==> config.mk <==
export PLATFORM = sky130hd
export DESIGN_NAME = lsu_mem_stage
export DESIGN_NICKNAME = d
export VERILOG_FILES = /design/src/rtl/lsu_mem_stage.sv
export SDC_FILE = /design/constraint.sdc
export NUM_CORES = 1
export LEC_CHECK = 0
export ABC_AREA = 1
export BUFFER_PORTS_ARGS = -buffer_cell sky130_fd_sc_hd__clkbuf_2
export CORE_UTILIZATION = 37
export DETAILED_ROUTE_END_ITERATION = 16
export PLACE_DENSITY = 0.74
export SKIP_CTS_REPAIR_TIMING = 1
export SLEW_MARGIN = 40
export SYNTH_ARGS = -nofsm -noshare
export SYNTH_HDL_FRONTEND = slang
export SYNTH_SLANG_ARGS = --single-unit
==> constraint.sdc <==
create_clock -name clk -period 1.4 [get_ports clk]
set_input_delay 0.07 -clock clk [delete_from_list [all_inputs] [get_ports clk]]
set_output_delay 0.07 -clock clk [all_outputs]
set_load 0.01 [all_outputs]
==> src/rtl/lsu_mem_stage.sv <==
// Memory stage of the load/store unit: one outstanding access, alignment checks,
// byte-lane steering, load extraction/extension and a bounded WAIT timeout.
module lsu_mem_stage #(
    parameter int DATA_W  = 32,
    parameter int ADDR_W  = 32,
    parameter int TIMEOUT = 255
) (
    input  logic                clk,
    input  logic                reset,
    input  logic                req_valid,
    output logic                req_ready,
    input  logic                req_load,
    input  logic                req_store,
    input  logic [1:0]          req_size,
    input  logic                req_unsigned,
    input  logic [ADDR_W-1:0]   req_addr,
    input  logic [DATA_W-1:0]   req_wdata,
    input  logic [DATA_W-1:0]   req_alu_data,
    input  logic [4:0]          req_rd,
    input  logic                req_wb_en,
    output logic                mem_req_valid,
    input  logic                mem_req_ready,
    output logic                mem_req_we,
    output logic [ADDR_W-1:0]   mem_req_addr,
    output logic [DATA_W/8-1:0] mem_req_be,
    output logic [DATA_W-1:0]   mem_req_wdata,
    input  logic                mem_rsp_valid,
    input  logic [DATA_W-1:0]   mem_rsp_rdata,
    input  logic                mem_rsp_err,
    output logic                wb_valid,
    output logic [4:0]          wb_rd,
    output logic [DATA_W-1:0]   wb_data,
    output logic                wb_enable,
    output logic                busy,
    output logic                exc_valid,
    output logic [1:0]          exc_code,
    output logic [ADDR_W-1:0]   exc_addr
);
    localparam int BE_W  = DATA_W / 8;
    localparam int OFF_W = $clog2(BE_W);
    localparam int CNT_W = (TIMEOUT > 0) ? $clog2(TIMEOUT + 1) : 1;

    typedef enum logic [1:0] {S_IDLE, S_REQ, S_WAIT} state_t;
    state_t r_state, w_next;

    logic              r_we, r_unsigned;
    logic [1:0]        r_size;
    logic [ADDR_W-1:0] r_addr;
    logic [DATA_W-1:0] r_wdata;
    logic [4:0]        r_rd;
    logic [CNT_W-1:0]  r_cnt;

    logic              r_wb_valid, r_wb_enable, r_exc_valid;
    logic [4:0]        r_wb_rd;
    logic [DATA_W-1:0] r_wb_data;
    logic [1:0]        r_exc_code;
    logic [ADDR_W-1:0] r_exc_addr;

    logic              w_accept, w_is_mem, w_misalign, w_illegal, w_bad, w_go;
    logic              w_rsp, w_timeout;
    logic [OFF_W-1:0]  w_off;
    logic [BE_W-1:0]   w_mask;
    logic [DATA_W-1:0] w_field, w_load;

    assign req_ready = (r_state == S_IDLE) && !reset;
    assign w_accept  = req_valid && req_ready;
    assign w_is_mem  = req_load || req_store;
    assign w_illegal = (req_size == 2'd3) && (DATA_W == 32);

    always_comb begin
        w_misalign = 1'b0;
        case (req_size)
            2'd1:    w_misalign = req_addr[0];
            2'd2:    w_misalign = |req_addr[1:0];
            2'd3:    w_misalign = |req_addr[2:0];
            default: w_misalign = 1'b0;
        endcase
    end

    assign w_bad = w_is_mem && (w_misalign || w_illegal);
    assign w_go  = w_accept && w_is_mem && !w_bad;
    assign w_rsp = (r_state == S_WAIT) && mem_rsp_valid;

    // A response on the last allowed WAIT cycle wins over the timeout.
    generate
        if (TIMEOUT > 0) begin : g_timeout
            assign w_timeout = (r_state == S_WAIT) && !mem_rsp_valid &&
                               (r_cnt == CNT_W'(TIMEOUT - 1));
        end else begin : g_no_timeout
            assign w_timeout = 1'b0;
        end
    endgenerate

    always_ff @(posedge clk) begin
        if (reset) r_state <= S_IDLE;
        else       r_state <= w_next;
    end

    always_comb begin
        w_next = r_state;
        case (r_state)
            S_IDLE:  if (w_go) w_next = S_REQ;
            S_REQ:   if (mem_req_ready) w_next = S_WAIT;
            S_WAIT:  if (w_rsp || w_timeout) w_next = S_IDLE;
            default: w_next = S_IDLE;
        endcase
    end

    always_ff @(posedge clk) begin
        if (reset || r_state != S_WAIT) r_cnt <= '0;
        else                            r_cnt <= r_cnt + CNT_W'(1);
    end

    // A load+store request is a load, so only req_load decides the direction.
    always_ff @(posedge clk) begin
        if (reset) begin
            r_we       <= 1'b0;
            r_unsigned <= 1'b0;
            r_size     <= 2'd0;
            r_addr     <= '0;
            r_wdata    <= '0;
            r_rd       <= 5'd0;
        end else if (w_go) begin
            r_we       <= !req_load;
            r_unsigned <= req_unsigned;
            r_size     <= req_size;
            r_addr     <= req_addr;
            r_wdata    <= req_wdata;
            r_rd       <= req_rd;
        end
    end

    assign w_off = r_addr[OFF_W-1:0];

    always_comb begin
        w_mask = '1;
        case (r_size)
            2'd0:    w_mask = BE_W'(1);
            2'd1:    w_mask = BE_W'(3);
            2'd2:    w_mask = BE_W'(15);
            default: w_mask = '1;
        endcase
    end

    always_comb begin
        mem_req_wdata = r_wdata;
        case (r_size)
            2'd0:    mem_req_wdata = {BE_W{r_wdata[7:0]}};
            2'd1:    mem_req_wdata = {(BE_W/2){r_wdata[15:0]}};
            2'd2:    mem_req_wdata = {(BE_W/4){r_wdata[31:0]}};
            default: mem_req_wdata = r_wdata;
        endcase
    end

    assign mem_req_valid = (r_state == S_REQ);
    assign mem_req_we    = r_we;
    assign mem_req_addr  = {r_addr[ADDR_W-1:OFF_W], {OFF_W{1'b0}}};
    assign mem_req_be    = r_we ? (w_mask << w_off) : '0;

    assign w_field = mem_rsp_rdata >> {w_off, 3'b000};

    always_comb begin
        w_load = w_field;
        case (r_size)
            2'd0: w_load = r_unsigned ? DATA_W'(w_field[7:0])  : DATA_W'($signed(w_field[7:0]));
            2'd1: w_load = r_unsigned ? DATA_W'(w_field[15:0]) : DATA_W'($signed(w_field[15:0]));
            2'd2: w_load = r_unsigned ? DATA_W'(w_field[31:0]) : DATA_W'($signed(w_field[31:0]));
            default: w_load = w_field;
        endcase
    end

    always_ff @(posedge clk) begin
        if (reset) begin
            r_wb_valid  <= 1'b0;
            r_wb_enable <= 1'b0;
            r_wb_rd     <= 5'd0;
            r_wb_data   <= '0;
            r_exc_valid <= 1'b0;
            r_exc_code  <= 2'b00;
            r_exc_addr  <= '0;
        end else begin
            r_wb_valid  <= 1'b0;
            r_exc_valid <= 1'b0;
            if (w_accept && !w_is_mem) begin
                r_wb_valid  <= 1'b1;
                r_wb_rd     <= req_rd;
                r_wb_data   <= req_alu_data;
                r_wb_enable <= req_wb_en && (req_rd != 5'd0);
            end else if (w_accept && w_bad) begin
                r_wb_valid  <= 1'b1;
                r_wb_rd     <= req_rd;
                r_wb_data   <= '0;
                r_wb_enable <= 1'b0;
                r_exc_valid <= 1'b1;
                r_exc_code  <= 2'b01;
                r_exc_addr  <= req_addr;
            end else if (w_rsp) begin
                r_wb_valid <= 1'b1;
                r_wb_rd    <= r_rd;
                if (mem_rsp_err) begin
                    r_wb_data   <= '0;
                    r_wb_enable <= 1'b0;
                    r_exc_valid <= 1'b1;
                    r_exc_code  <= 2'b10;
                    r_exc_addr  <= r_addr;
                end else begin
                    r_wb_data   <= r_we ? '0 : w_load;
                    r_wb_enable <= !r_we && (r_rd != 5'd0);
                end
            end else if (w_timeout) begin
                r_wb_valid  <= 1'b1;
                r_wb_rd     <= r_rd;
                r_wb_data   <= '0;
                r_wb_enable <= 1'b0;
                r_exc_valid <= 1'b1;
                r_exc_code  <= 2'b11;
                r_exc_addr  <= r_addr;
            end
        end
    end

    assign wb_valid  = r_wb_valid;
    assign wb_rd     = r_wb_rd;
    assign wb_data   = r_wb_data;
    assign wb_enable = r_wb_enable;
    assign exc_valid = r_exc_valid;
    assign exc_code  = r_exc_code;
    assign exc_addr  = r_exc_addr;
    assign busy      = (r_state != S_IDLE);
endmodule

==> results_dict.tcl <==
set metrics [dict create \
    min_path_type "in -> reg" \
    critPathBufInv 4 \
    fillCellCount 1690 \
    hold_violations 7 \
    die_area_um2 21300 \
    syn_area_um2 7650 \
    synth_simple_gate_area_share_pct 29.1 \
    row_count 52 \
    path_cells "inv_4 -> nor2_4 -> nand2_2 -> buf_6 -> nor3_4 -> buf_12 -> buf_12 -> nand4_1 -> a21oi_2" \
    ant_nets 0 \
    ioPinCount 291 \
    yosys_warnings 0 \
    nNetsFinal 1674 \
    synth_cell_types 35 \
    max_cap_violations 0 \
    start_util_pct 37.8 \
    cts_tree "yes" \
    antenna_found_initial 1 \
    grt.overflow.total 0 \
    port_buffers 288 \
    core-area_um2 20200 \
    timing.hold.ws_ps -57.7 \
    cts_buffers 17 \
    clk_pin_slew_ps 70 \
    grt_pass1_vias 8182 \
    ys_seq_area_share_pct 41.1 \
    cts_buffer_depth 2 \
    fp.dieH_um 146 \
    yosysTopAreaCell "dfxtp_1" \
    yosys.area.top_type_share_pct 41.1 \
    ir_drop_uv 730 \
    synth_cells 1131 \
    crit_top_cell "buf_12" \
    synth_fa_ha_area_share_pct 0.327 \
    synth_top_family_by_area "simple AND/OR/NAND/NOR gates" \
    synth.area.mux_share_pct 0 \
    end_kind "flip-flop" \
    first_pass_iters 5 \
    clk_latency_ps 430 \
    drive_gt1_share_pct 39.8 \
    slew_viol_final 0 \
    ys_ff_latch 157 \
    worst-endpoint-arrival_ps 1990 \
    fin_util_pct 62.3 \
    synthTopCellsByArea "dfxtp_1 (41%), nand2_1 (13%), o21ai_0 (11%)" \
    slowest_delay_ps 380 \
    avgSynthCellArea_um2 6.77 \
    wl_per_cell_um 17.2 \
    start_kind "flip-flop" \
    place.gp.congestion 0.912 \
    p_leak_nw 5.90 \
    critical-path-slowest-cell "dfxtp_4" \
    setup_slack_ps -233 \
    grt_max_degree 68 \
    rsz0062_at_grt "true" \
    r2r_setup_slack_ps -230 \
    crit_fanout 5 \
    multiInputGateArea_um2 4440 \
    min_period_over_period_pct 117 \
    fin_crit_ps 1630 \
    drt-total-wl_um 31100 \
    synth_compound_area_share_pct 18.1 \
    crit_required_ps 1760 \
    violations "negative hold slack, negative setup slack" \
    drt_iter0_drc 569 \
    drc 0 \
    cts_sinks 157 \
    htree_levels 4 \
    grt_usage_pct 24.1 \
    synthToLayoutAreaGrowth_pct 64.6 \
    die_x_um 146 \
    register_area_um2 3160 \
    p_per_area_nw_per_um2 942 \
    cp_top_family "simple AND/OR/NAND/NOR gates" \
    vias_per_cell 5.22 \
    synth-xor-area-share_pct 0.229 \
    grt_pass1_wl_um 41000 \
    tns_ps -21420 \
    cts_root_buf "clkbuf_16" \
    crit_type "reg -> reg" \
    place_ws_ps -205 \
    outcome "complete, but fails checks" \
    vias 9443 \
    clock_skew_ps 8.80 \
    dpl.hpwl_um 18700 \
    setup_viol 164 \
    n_antenna_cell 0 \
    max_freq_mhz 613 \
]
==> placed cells by master (no fill, tap or decap), types with 11 or more instances in the layout <==
master,synthesis,routed
buf_12,0,21
nand3_1,56,35
clkbuf_2,1,263
nand2_4,0,19
a31oi_1,12,11
nor2_1,201,176
buf_4,44,56
o21ai_2,0,56
buf_6,4,22
dlygate4sd3_1,0,92
o21ai_1,2,39
nand2_1,260,234
inv_1,40,32
clkbuf_16,0,33
nand3_2,3,18
nand4_1,16,16
a21oi_1,48,43
nor2_2,2,21
o211ai_1,21,21
buf_2,30,22
dfxtp_1,157,148
o21ai_0,163,66
==> cells in the mapped netlist <==
cell type and n:
a21oi_1 48, a221oi_1 1, a22oi_1 5, a31oi_1 12, and2_0 1, buf_1 2, buf_2 30, buf_4 44
buf_6 4, clkbuf_1 37, clkbuf_2 1, clkinv_1 1, conb_1 1, dfxtp_1 157, ha_1 2, inv_1 40
inv_2 5, nand2_1 260, nand2_2 1, nand3_1 56, nand3_2 3, nand4_1 16, nor2_1 201, nor2_2 2
nor3_1 6, nor3_2 1, nor3_4 1, o211ai_1 21, o21a_1 3, o21ai_0 163, o21ai_1 2, o21bai_4 1
or2_2 1, xnor2_1 1, xor2_1 1
==> worst min-delay path, stage by stage <==
cell      delay (ps)
clkbuf_2          80
o21ai_0           80
a21oi_1          100
==> sequential cells by signal (all words and copies together) (netlist names), 2 cells and up <==
register  count
r_cnt         8
r_rd          5
wb_data      32
r_state       2
r_wdata      32
r_size        2
r_addr       32
exc_addr     32
wb_rd         5
exc_code      2
==> cell type report <==
cell class | instances | area share (%)
inverters | 46 | 1.59
flip-flops and latches | 157 | 25.1
multi-input cells | 811 | 35.2
repair buffers | 494 | 30.7
clock inverters | 12 | 1.09
clock buffers | 20 | 3.62
well taps | 270 | 2.68
==> path summary, 6_finish.rpt <==
| path | startpoint | to | cells after the start |
|---|---|---|---|
| worst min-delay path | req_wdata[12] | r_wdata[12] | 3 |
| worst max register to register | r_state[1] | wb_data[23] | 9 |
| worst min register to register | wb_data[9] | wb_data[9] | 2 |
| worst max-delay path | r_state[1] | wb_data[23] | 9 |
==> logic make-up (layout without fill, tap and decap cells) <==
| logic type | count (synthesis) | after routing |
|---|---|---|
| AND/OR/NAND/NOR | 549 | 549 |
| buffers and inverters | 164 | 572 |
| flip-flops | 157 | 157 |
| adder cells (fa/ha/maj) | 2 | 2 |
| XOR/XNOR | 2 | 2 |
| other | 1 | 2 |
| AO/OA/AOI/OAI | 256 | 256 |
==> per-stage QoR <==
step | power (W) | cells | instance area [um2] | hold WS [ps]
finish | 0.0119 | 1810 | 12600 | -57.7
floorplan | 0.00581 | 1132 | 7760 | 160
CTS | 0.0113 | 1682 | 10100 | -147
global route | 0.0123 | 1810 | 12600 | -0.668
detailed placement | 0.00652 | 1650 | 9520 | 302
global placement | 0.00650 | 1650 | 9520 | 291
==> metal layers <==
metal | vias up | track usage [%] | part of all wire (%)
met5 | - | 0 | 0.055
met3 | 89 | 5.96 | 8.0
met1 | 4358 | 29.6 | 40
li1 | 4471 | - | -
met4 | 2 | 7.95 | 2.9
met2 | 523 | 41.0 | 49
==> power breakdown <==
group	internal, W	total, W	switching, W
clock network	0.00274	0.00476	0.00202
registers	0.00467	0.00483	0.000164
logic	0.00105	0.00228	0.00123
total	0.00846	0.0119	0.00342
No activity file was read; power rests on OpenSTA's default activity.
